$ cat config.mk
export PLATFORM = sky130hd
export DESIGN_NAME = sw_input_port
export DESIGN_NICKNAME = d
export VERILOG_FILES = /design/src/rtl/sw_input_port.sv
export SDC_FILE = /design/constraint.sdc
export NUM_CORES = 1
export LEC_CHECK = 0
export CORE_ASPECT_RATIO = 2
export CORE_MARGIN = 2
export CORE_UTILIZATION = 25
export DETAILED_ROUTE_END_ITERATION = 12
export GPL_TIMING_DRIVEN = 0
export HOLD_SLACK_MARGIN = 0.03
export SLEW_MARGIN = 20
export SYNTH_ARGS = -nofsm -noshare
export SYNTH_HDL_FRONTEND = slang
export SYNTH_SLANG_ARGS = --single-unit
$ cat constraint.sdc
create_clock -name clk -period 9.05 [get_ports clk]
set_input_delay 2.2625 -clock clk [delete_from_list [all_inputs] [get_ports clk]]
set_output_delay 2.2625 -clock clk [all_outputs]
set_load 0.01 [all_outputs]
$ cat src/rtl/sw_input_port.sv
// Memory-mapped switch input port: sync, debounce, sticky W1C events, change counter.
// Define SW_IRQ_EN to add the MASK register and a registered interrupt line.
module sw_input_port #(
  parameter int unsigned N_SW            = 10,
  parameter int unsigned DEBOUNCE_CYCLES = 500000
) (
  input  logic            clk,
  input  logic            reset,
  input  logic [N_SW-1:0] sw_in,
  input  logic [31:0]     addr,
  input  logic [31:0]     writedata,
  input  logic            memwrite,
  output logic [31:0]     rdata,
  output logic            hit,
  output logic            irq
);

  localparam int unsigned CW = (DEBOUNCE_CYCLES > 1) ? $clog2(DEBOUNCE_CYCLES) : 1;
  localparam logic [CW-1:0] CNT_LAST = CW'(DEBOUNCE_CYCLES - 1);

  logic [N_SW-1:0]         s1, s2, stable, stable_next, chg;
  logic [N_SW-1:0][CW-1:0] db_cnt, db_next;
  logic [N_SW-1:0]         evt, evt_next, clr;
  logic [15:0]             chg_cnt, chg_cnt_next;
  logic                    sel_state, sel_event, sel_count;

  // One-hot decode with fixed priority 4 > 5 > 6 > 7
  assign sel_state = addr[8] & addr[4];
  assign sel_event = addr[8] & ~addr[4] & addr[5];
  assign sel_count = addr[8] & ~addr[4] & ~addr[5] & addr[6];

  // Per-bit debounce: accept s2 once it has differed from stable for DEBOUNCE_CYCLES edges
  always_comb begin
    stable_next = stable;
    db_next     = '0;
    for (int i = 0; i < int'(N_SW); i++) begin
      if (s2[i] != stable[i]) begin
        if (db_cnt[i] == CNT_LAST) stable_next[i] = s2[i];
        else                       db_next[i] = db_cnt[i] + CW'(1);
      end
    end
  end

  assign chg          = stable ^ stable_next;
  assign clr          = (memwrite & sel_event) ? writedata[N_SW-1:0] : '0;
  assign evt_next     = (evt & ~clr) | chg;
  assign chg_cnt_next = ((memwrite & sel_count) ? 16'd0 : chg_cnt) + 16'(|chg);

  always_ff @(posedge clk or posedge reset) begin
    if (reset) begin
      s1      <= '0;
      s2      <= '0;
      stable  <= '0;
      db_cnt  <= '0;
      evt     <= '0;
      chg_cnt <= '0;
    end else begin
      s1      <= sw_in;
      s2      <= s1;
      stable  <= stable_next;
      db_cnt  <= db_next;
      evt     <= evt_next;
      chg_cnt <= chg_cnt_next;
    end
  end

`ifdef SW_IRQ_EN
  logic            sel_mask;
  logic [N_SW-1:0] mask, mask_next;

  assign sel_mask  = addr[8] & ~addr[4] & ~addr[5] & ~addr[6] & addr[7];
  assign mask_next = (memwrite & sel_mask) ? writedata[N_SW-1:0] : mask;
  assign hit       = addr[8] & (|addr[7:4]);

  // irq follows the next-state event/mask so it tracks set and clear with one register stage
  always_ff @(posedge clk or posedge reset) begin
    if (reset) begin
      mask <= '0;
      irq  <= 1'b0;
    end else begin
      mask <= mask_next;
      irq  <= |(evt_next & mask_next);
    end
  end

  always_comb begin
    rdata = '0;
    if      (sel_state) rdata = 32'(stable);
    else if (sel_event) rdata = 32'(evt);
    else if (sel_count) rdata = 32'(chg_cnt);
    else if (sel_mask)  rdata = 32'(mask);
  end
`else
  assign hit = addr[8] & (|addr[6:4]);
  assign irq = 1'b0;

  always_comb begin
    rdata = '0;
    if      (sel_state) rdata = 32'(stable);
    else if (sel_event) rdata = 32'(evt);
    else if (sel_count) rdata = 32'(chg_cnt);
  end
`endif

  logic unused_bits;
  assign unused_bits = ^{addr[31:9], addr[7], addr[3:0], writedata};

endmodule

# After elaboration in Yosys (flattened, before gate mapping)

Index checks and enable logic that the tools add are counted.
Widths: inputs -> output; s select.

Register bits: 246
Latch bits: 0
Memory bits (writable): 0
Memory bits (read-only): 0
Input bits: 77
Output and inout bits: 34
Logic and storage cells: 107
Memories: 0

Add/subtract/negate cells: 11
Multipliers: 0
Div/mod/pow operators: 0
Magnitude comparators: 0
Equality and inequality tests: 20
Shift operators: 0
Muxes and demuxes: 45
Bitwise logic cells: 14
Reductions and logical operators: 2

Operator list:

| operator              | number |
|---|---|
| $mux 19               | 20 |
| $add 19x1->19 const B | 10 |
| $eq 19x19->1 const B  | 10 |
| $mux 16               | 4 |
| $mux 1                | 20 |
| $add 16x1->16         | 1 |
| $and 10x10->10        | 1 |
| $mux 10               | 1 |
| $ne 1x1->1            | 10 |
| $not 10->10           | 1 |
| $or 10x10->10         | 1 |
| $reduce_or 10->1      | 1 |
| $xor 10x10->10        | 1 |
| $and 1x1->1           | 8 |
| $reduce_or 3->1       | 1 |
| $not 1->1             | 2 |

# Logic depth before layout (Yosys ltp)

Word-level depth: 8
Gate-level depth with buffers: 13
Gate-level depth less buffers: 12

# Worst setup path before layout

OpenSTA, ideal clock, no wires.

Path type: in2out
From: in addr[5]
To: out rdata[6]
Data arrival time: 3267 ps
Data required time: 6787 ps
Path slack: 3521 ps
Stages on the path: 5
Path buffers: 2
Path through: nor4bb_1 -> clkbuf_1 -> clkbuf_1 -> a222oi_1 -> inv_1

Longest elaborated chain between the ends: 6
Elaborated cells between the ends (all ways): 7
Classes of those cells: mux (3); bitwise (4)

Ends and longest elaborated chain:

| what                     | RTL line | RTL |
|---|---|---|
| from (decl)              | 10       | `input logic [31:0] addr,` |
| $not 1->1                | 30       | `assign sel_count = addr[8] & ~addr[4] & ~addr[5] & addr[6];` |
| $and 1x1->1 (2 in a row) | 30       |  |
| $mux 16                  | 101      | `else if (sel_count) rdata = 32'(chg_cnt);` |
| $mux 16 (*)              | 100      | `else if (sel_event) rdata = 32'(evt);` |
| $mux 16 (*)              | 99       | `if (sel_state) rdata = 32'(stable);` |
| to (decl)                | 13       | `output logic [31:0] rdata,` |

Every way passes the cells marked *; elsewhere a longest branch is shown, timed or not.

# Worst setup path after layout

From: in addr[8]
To: out rdata[7]

Longest elaborated chain between the ends: 6
Elaborated cells between the ends (all ways): 8
Classes of those cells: mux (3); bitwise (5)

Ends and longest elaborated chain:

| what                     | RTL line |
|---|---|
| $and 1x1->1              | 29, 30 |
| $and 1x1->1 (2 in a row) | 30 |
| $mux 16                  | 101 |
| $mux 16                  | 100 |
| $mux 16 (*)              | 99 |

Marked as above.

==> flow_summary.yaml <==
synthesis:
  synth_enable_flop_cells: 0
  synth.top_cells.by_area: "dfrtp_1, xor2_1, nor2_1, xnor2_1, nand3_1"
  synth_most_common_cell: "dfrtp_1"
  ys_seq_area_frac: 0.525
  syn_avg_cell_area_sq_um: 10.1
  post_synth_num_cell_types: 51
  yosysWarningCount: 0
  async_reset_ff_frac: 1.00
  synth_cells: 1162
  ys.flop_type: "dfrtp_1"
  synth_commonest_cells: "dfrtp_1, nor2_1, xor2_1"
  ys_ff_latch: 246
  synth_top_area_frac: 0.525
  yosysTopAreaCell: "dfrtp_1"
  syn_area_sq_um: 11700
global_route:
  grt_overflow_total: 0
  first_global_vias: 8845
  grt_pass1_wl_um: 43700
  grt_usage: 0.109
  antenna_found_initial: 0
  grt_max_degree: 98
timing:
  maxSlewHeadroom: 0.184
  final_max_slew_viol_count: 0
  hold_viol_final: 0
  rsz0062_at_grt: "false"
  finalSetupTns_ns: 0
  clock-skew-final_ns: 0.0256
  fmax_mhz: 136
  tightest_slew_ns: 1.21
  setup_viol: 0
  period_needed_ns: 7.33
  fin_crit_sh: 0.810
  holdWs_ns: 0.352
setup_path:
  crit_fanout: 10
  path_class: "in -> out"
  crit_arrival_ns: 5.07
  slowest_delay_ns: 0.54
  startpoint_type: "input pin"
  cp.required_ns: 6.79
  cp_cell_sequence: "clkdlybuf4s50_1 > nor4bb_1 > clkbuf_1 > clkbuf_1 > a222oi_1 > inv_1 > clkdlybuf4s50_1"
  cp-end-kind: "output pin"
  cp_top_family: "buffers and inverters"
  cp_slowest_cell: "clkdlybuf4s50_1"
  cp_num_buf_inv: 5
drt:
  initialDrtViolationCount: 362
  vias: 8415
  dr.pass1.iters: 5
  drc_errors: 0
  ant_nets: 0
  finalWirelength_um: 26000
  wire_per_inst_um: 13.7
  vias_per_cell: 4.44
clocking:
  cts_buffers: 25
  cts-resized-gates: 0
  clockBufferDepth: 3
  cts_setup_buffers: 0
  hold_buffers: 0
  clock-root-buffer: "clkbuf_16"
  clk-insertion-delay-late_ns: 0.54
  tritoncts: "built"
  clock-sinks: 246
  path_clk_slew_ns: 0.06
  h-tree-depth: 1
power_and_ir_drop:
  ir_worst_vdd_mv: 0.0905
  leakagePower_nw: 5.96
  swShare: 0.225
  p_int_mw: 1.78
  switching_power_mw: 0.516
  p_seq_frac: 0.495
  p_clk_frac: 0.460
  combPwrFrac: 0.044
  power.density_nw_per_um2: 165
cells_and_area:
  layout-drive-gt1-share: 0.0804
  final_area_sq_um: 13900
  antennaDiodeCount: 0
  syn2layout_area_growth_pct: 18.6
  instances_no_fill: 1896
  nets: 1339
placement:
  io_buffers: 43
  gp_congestion: 0.796
  placed_area_sq_um: 13100
  dp_hpwl_um: 18800
  dp.cells: 1850
die:
  die_h_um: 310
  io_pins: 111
  num_rows: 112
  initial_core_util: 0.252
  die_w_um: 157
  die_area_sq_um: 48700
  core-area_sq_um: 46500
worst_hold_path:
  hold_class: "reg -> reg"
status:
  status: "complete, no violations"
run:
  cap_violations: 0
## layout by cell type (no fill, tap or decap), types with 8 or more instances in the layout
cell type / n
and4_1: 23
nor3_1: 22
nor4_1: 12
nand4_1: 50
and2_1: 17
nand2_1: 80
nor4b_1: 11
o21ai_0: 8
inv_1: 32
buf_2: 10
and3_1: 21
nand3_1: 74
conb_1: 17
dfrtp_1: 246
nor2_1: 237
ha_1: 12
buf_4: 21
clkdlybuf4s50_1: 43
xnor2_1: 87
clkbuf_1: 16
a222oi_1: 10
xor2_1: 105
clkbuf_16: 25
mux2_2: 10
## kinds of logic (layout without fill, tap and decap cells)
logic type	Yosys count	after routing	synth area share
mux	10	10	0.00961
flops	246	246	0.525
buf+inv	77	168	0.0347
fa+ha+maj	12	12	0.0128
compound gates	29	29	0.0187
simple gates	595	595	0.255
xor+xnor	192	192	0.143
other cells	1	17	0.000320
## area by class of cell
| type | count | area [sq um] |
|---|---|---|
| Buffer | 44 | 283 |
| Tap cell | 627 | 785 |
| Timing Repair Buffer | 45 | 485 |
| Sequential cell | 246 | 6160 |
| Clock inverter | 9 | 106 |
| Clock buffer | 37 | 731 |
| Inverter | 33 | 131 |
| Fill cell | 4909 | 32600 |
| Multi-Input combinational cell | 855 | 5220 |
## final timing paths
path,from,endpoint,slack (ns),cells past startpoint
min in group asynchronous,reset,s1[0],2.18,2
hold / removal,s1[2],s2[2],0.35,0
hold reg to reg,s1[2],s2[2],0.35,0
max in group asynchronous,reset,db_cnt[144],5.58,4
setup reg to reg,db_cnt[123],chg_cnt[12],5.71,11
setup / recovery,addr[8],rdata[7],1.72,7
## power by group through the flow
stage	registers (mW)	clock network (mW)	logic, mW
finish	1.14	1.06	0.101
global route	1.14	1.13	0.117
CTS	1.14	1.09	0.105
detailed placement	1.16	0	0.105
global placement	1.16	0	0.0993
floorplan	1.15	0	0.0656
## flip-flops by register name, indices dropped and copies added, names as in the netlist
name and count:
evt 10, db_cnt 190, s2 10, s1 10, stable 10, chg_cnt 16
## metal layers
layer  share of wire  track usage  wire, um  vias to the layer above
met3           0.048       0.0170      1240                       45
met1            0.39        0.124     10200                     4167
met2            0.53        0.202     13800                      141
li1                -            -         -                     4062
met5               0            0         0                        -
met4           0.028       0.0444       734                        0
## per-stage QoR
stage / util / power [mW] / setup WS (ns)
4_1_cts: 0.299 / 2.33 / 1.72
6_report: 0.299 / 2.29 / 1.72
2_1_floorplan: - / 1.22 / 0.0293
3_3_place_gp: 0.279 / 1.26 / -3.19
5_1_grt: 0.299 / 2.39 / 1.57
3_5_place_dp: 0.281 / 1.26 / 1.73
## worst register-to-register path, stage by stage (launching register included)
cell	delay, ns
dfrtp_1	0.44
nor4b_1	0.40
nand4_1	0.14
or4_2	0.57
o22ai_1	0.34
or4_1	0.19
ha_1	0.17
ha_1	0.24
a21bo_2	0.28
nor3b_1	0.24
xnor2_1	0.15
nor2_1	0.06
No activity file was read; power rests on OpenSTA's default activity.
==> patch 1, RTL diff (same flow settings) <==
`N_SW`: 10 -> 20.
--- a/src/rtl/sw_input_port.sv
+++ b/src/rtl/sw_input_port.sv
@@ -3,3 +3,3 @@
 module sw_input_port #(
-  parameter int unsigned N_SW            = 10,
+  parameter int unsigned N_SW            = 20,
   parameter int unsigned DEBOUNCE_CYCLES = 500000
Ports: changed (resized sw_in); port bits go from 111 to 121. The function was not compared with the original's and may differ.
==> patch 1 against the unedited design <==
Worst setup slack worse by 1.0 ns. Routed wire length is 100% higher. Synthesized area up 92%. Clock skew grew 0.018 ns. Power increased by 97%. Synthesized cell count is 92% higher. Sequential cell count is 230 higher. Maximum frequency is 12% lower. Hold slack lost 0.0037 ns. Final area is 93% higher. Non-clock buffer count grew 68. Via count is 93% higher.
==> patch 1: results (changes against the unedited design) <==
- DP Worst Slack: 0.7700 ns (was 1.734 ns)
- Clock Latency Late Sink: 0.63 ns (was 0.54 ns)
- Crit-path max cell delay: 0.77 ns (was 0.54 ns)
- R2R setup slack: 4.45 ns (was 5.71 ns)
- FF-to-FF Start: db_cnt[300] (was db_cnt[123])
- GRT Util Overall: 0.1133 (was 0.1095)
- Worst Hold Slack: 0.3480 ns (was 0.3517 ns)
- Buffers on Ports: 67 (was 43)
- Most instantiated cells after synthesis: dfrtp_1, nor2_1, xor2_1, xnor2_1, nand2_1 (unchanged)
- Fillers: 9266 (was 4909)
- FF-to-FF path depth: 12 (was 11)
- Pleak: 11.21 nW (was 5.960 nW)
- Number of global-route vias before repair: 16990 (was 8845)
- Layout cells sized above 1: 0.07606 (was 0.08038)
- First-pass GRT wire length: 86260 microns (was 43680 microns)
- Largest net degree at the start of global routing: 36 (was 98)
- Seq/Total Area, Yosys: 0.5294 (was 0.5253)
- H-Tree Depth: 2 (was 1)
- Routed wire length: 52010 microns (was 26000 microns)
- Total number of vias: 16240 (was 8415)
- Layout net count: 2487 (was 1339)
- CTS Buf Count: 51 (was 25)
- Hold_sp: s1[14] (was s1[2])
- DP HPWL: 38370 microns (was 18800 microns)
- Status: finished, final reports clean (unchanged)
- RR Endpoint: chg_cnt[14] (was chg_cnt[12])
- Final GP Congestion: 0.8111 (was 0.7956)
- Max FFs per register: 380 (was 190)
- Synth area leaders: dfrtp_1, nor2_1, xor2_1 (was dfrtp_1, xor2_1, nor2_1)
- Pre-Repair DR Iteration Count: 5 (unchanged)
- Worst setup skew after layout: 0.04361 ns (was 0.02563 ns)
- Hold worst-path end: s2[14] (was s2[2])
- Max VDD drop: 150.3 uV (was 90.48 uV)
- Fin crit period: 8.348 ns (was 7.331 ns)
- Antenna violations before repair: 3 (was 0)
- Slowest cell on crit path: nor4bb_2 (was clkdlybuf4s50_1)
- Slew Limit Headroom: 0.1977 (was 0.1840)
- Synth cell types: 59 (was 51)
- Worst EP arrival: 6.09 ns (was 5.07 ns)
-- patch 1: cell types whose count changed after synthesis, sizes merged, moves of 28 or more --
cell    unedited run  this run
dfrtp            246       476
nor2             237       458
xor2             105       195
xnor2             87       174
nand2             81       157
nand3             74       144
and4              25        60
nand4             51        86
clkbuf            10        38
-- patch 1: logic make-up (layout without fill, tap and decap cells) --
family | after synthesis | in the layout | share of synthesized area
buffers and inverters | 131 | 310 | 0.02719
XOR/XNOR | 369 | 369 | 0.1436
AND/OR/NAND/NOR | 1143 | 1143 | 0.2545
adder cells (fa/ha/maj) | 22 | 22 | 0.01223
flip-flops | 476 | 476 | 0.5294
other | 1 | 14 | 0.0001667
AO/OA/AOI/OAI | 65 | 65 | 0.02230
multiplexers | 21 | 21 | 0.01062
-- patch 1: routing by layer --
layer	track usage	routed length, microns
met1	0.1327	21380
met2	0.2087	27220
met3	0.01830	2083
met4	0.03593	1323
met5	0	8
-- patch 1: worst max-delay path by stage --
stage | startpoint | end
final | addr[8] | rdata[12]
after CTS | addr[8] | rdata[12]
after detailed placement | addr[8] | rdata[12]
after floorplan | reset | chg_cnt[0]
after global routing | addr[8] | rdata[13]
after global placement | reset | db_cnt[125]
-- patch 1: layout make-up --
cell class	count	share of cell area
sequential	476	0.4449
multi-input combinational	1633	0.3748
tap	1177	0.05500
clock buffer	68	0.05266
timing repair buffer	85	0.03822
buffer	72	0.01458
clock inverter	26	0.01136
inverter	59	0.008411
antenna	1	0.00009346
-- patch 1: metrics by stage --
| stage | power (mW) | cells | area, sq um |
|---|---|---|---|
| final | 4.513 | 3597 | 26780 |
| after global routing | 4.707 | 3597 | 26780 |
| after CTS | 4.600 | 3596 | 26770 |
| after detailed placement | 2.436 | 3502 | 25060 |
| after global placement | 2.417 | 3484 | 24690 |
| after floorplan | 2.344 | 2240 | 22550 |
-- patch 1: worst max-delay path: cells and delay by family --
kind                   cells  cell delay [ns]
AOI/OAI and AO/OA          1             0.40
and+or+nand+nor            1             0.77
buffers and inverters      5             2.63
-- patch 1: power groups by stage --
stage	Clock, mW	Combinational (mW)	Sequential, mW
floorplan	0	0.116	2.23
finish	2.12	0.195	2.20
detailed placement	0	0.201	2.23
global route	2.28	0.223	2.20
global placement	0	0.180	2.24
CTS	2.20	0.202	2.20
==> patch 2, RTL diff (config.mk and constraints unchanged) <==
Without the edit above. Put a register stage on the output `hit`, with the module's reset. The value now appears one clock later. The other outputs are not delayed to match.
--- a/src/rtl/sw_input_port.sv
+++ b/src/rtl/sw_input_port.sv
@@ -93,3 +93,9 @@
 `else
-  assign hit = addr[8] & (|addr[6:4]);
+  always_ff @(posedge clk or posedge reset) begin
+    if (reset) begin
+      hit <= '0;
+    end else begin
+      hit <= addr[8] & (|addr[6:4]);
+    end
+  end
   assign irq = 1'b0;
Function: changed (Yosys sat finds a counterexample within 4 cycles, from zero or initial values and one cycle with reset high).
==> patch 2 against the unedited design <==
Sequential cell count is 1 higher. Critical path type unchanged. Largest power group unchanged. Via count is 0.42% higher. Power is 2.2% lower. Highest routed layer is now met5. Worst setup slack better by 0.017 ns. Routed wire length is 0.55% higher. Die area is 0.21% higher. Final cell count is 0.21% lower. Final area is 0.23% lower. Synthesized area is 0.21% higher.
==> patch 2: results (changes against the unedited design) <==
- Pre-Repair DR Iteration Count: 6 (was 5)
- Pwr per Cell Area: 161.7 nW/um^2 (was 165.0 nW/um^2)
- Largest net degree at the start of global routing: 102 (was 98)
- Ys Warns: 0 (unchanged)
- Slew Limit Headroom: 0.3104 (was 0.1840)
- Clock buffer cells: 33 (was 37)
- Repair and plain buffers: 89 (unchanged)
- Synthesized flop and latch total: 247 (was 246)
- DP HPWL: 18700 microns (was 18800 microns)
- Final GP Congestion: 0.7790 (was 0.7956)
- Crit-path max cell delay: 0.56 ns (was 0.54 ns)
- Status: finished, final reports clean (unchanged)
- Number of global-route vias before repair: 8951 (was 8845)
- Clock network share of area: 0.05632 (was 0.06025)
- Total number of vias: 8450 (was 8415)
- H-Tree Depth: 1 (unchanged)
- Seq/Total Area, Yosys: 0.5263 (was 0.5253)
- Layout cells sized above 1: 0.07905 (was 0.08038)
- First-pass GRT wire length: 44340 microns (was 43680 microns)
- Hold Path Class: reg -> reg (unchanged)
- Synth area leaders: dfrtp_1, xor2_1, nor2_1 (unchanged)
- Layout net count: 1339 (unchanged)
- Signal buf overhead: 0.05542 (was 0.05530)
- Post-DRT Antenna Nets: 0 (unchanged)
- CTS Buf Count: 24 (was 25)
- Biggest regs: db_cnt: 190 flops, chg_cnt: 16 flops (unchanged)
- Asr flop ratio synth: 1.000 (unchanged)
- Most instantiated cells after synthesis: dfrtp_1, nor2_1, xor2_1, xnor2_1, nand2_1 (unchanged)
- Max VDD drop: 104.1 uV (was 90.48 uV)
- Diode count: 0 (unchanged)
- Fillers: 4895 (was 4909)
- Worst EP arrival: 5.05 ns (was 5.07 ns)
- Cts repair resizes: 0 (unchanged)
- Worst setup skew after layout: 0.01125 ns (was 0.02563 ns)
- Initial detailed-routing violation count: 471 (was 362)
- Antenna violations before repair: 1 (was 0)
- Detailed-route wire length per cell: 13.82 microns (was 13.71 microns)
- Cell Area, Placed: 13080 sq um (was 13060 sq um)
- Pleak: 5.943 nW (was 5.960 nW)
- CP max FO: 10 (unchanged)
- Area of the multi-input gates: 5216 sq um (unchanged)
- Reg area: 6181 sq um (was 6156 sq um)
- GRT Util Overall: 0.1103 (was 0.1095)
- DP Worst Slack: 1.745 ns (was 1.734 ns)
patch 2: worst max-delay path, delay by kind of cell:
family                 cells  cell delay, ns
AOI/OAI and AO/OA          1            0.21
buffers and inverters      5            2.24
and+or+nand+nor            1            0.33
patch 2: kinds of logic (layout without fill, tap and decap cells):
family / after synthesis / in the layout / share of synthesized area
AND/OR/NAND/NOR: 595 / 595 / 0.2545
flip-flops: 247 / 247 / 0.5263
XOR/XNOR: 192 / 192 / 0.1432
buffers and inverters: 77 / 163 / 0.03463
AO/OA/AOI/OAI: 29 / 29 / 0.01865
adder cells (fa/ha/maj): 12 / 12 / 0.01278
multiplexers: 10 / 10 / 0.009589
other: 1 / 17 / 0.0003193
patch 2: metrics by stage:
step | instances | TNS [ns] | util
CTS | 1892 | 0 | 0.2980
finish | 1892 | 0 | 0.2980
global placement | 1849 | -798.16 | 0.2798
global route | 1892 | 0 | 0.2980
floorplan | 1179 | 0 | -
detailed placement | 1851 | 0 | 0.2812
patch 2: where the power goes:
part           switching (mW)  internal [mW]
clock network           0.427          0.573
registers              0.0157           1.12
logic                  0.0626         0.0391
patch 2: metal layers:
metal / GRT usage / vias to the layer above / routed length [microns]
met5: 0 / - / 11
met4: 0.05434 / 2 / 1098
met3: 0.01688 / 65 / 1153
met2: 0.1930 / 163 / 13090
met1: 0.1293 / 4148 / 10790
li1: - / 4072 / -
patch 2: final timing paths:
check / startpoint / endpoint / slack [ns] / depth (start not counted)
hold reg to reg: s1[3] / s2[3] / 0.35 / 0
max in group asynchronous: reset / db_cnt[121] / 5.61 / 4
setup / recovery: addr[8] / rdata[7] / 1.74 / 7
hold / removal: s1[3] / s2[3] / 0.35 / 0
min in group asynchronous: reset / s1[3] / 2.23 / 2
setup reg to reg: db_cnt[13] / chg_cnt[14] / 5.67 / 11
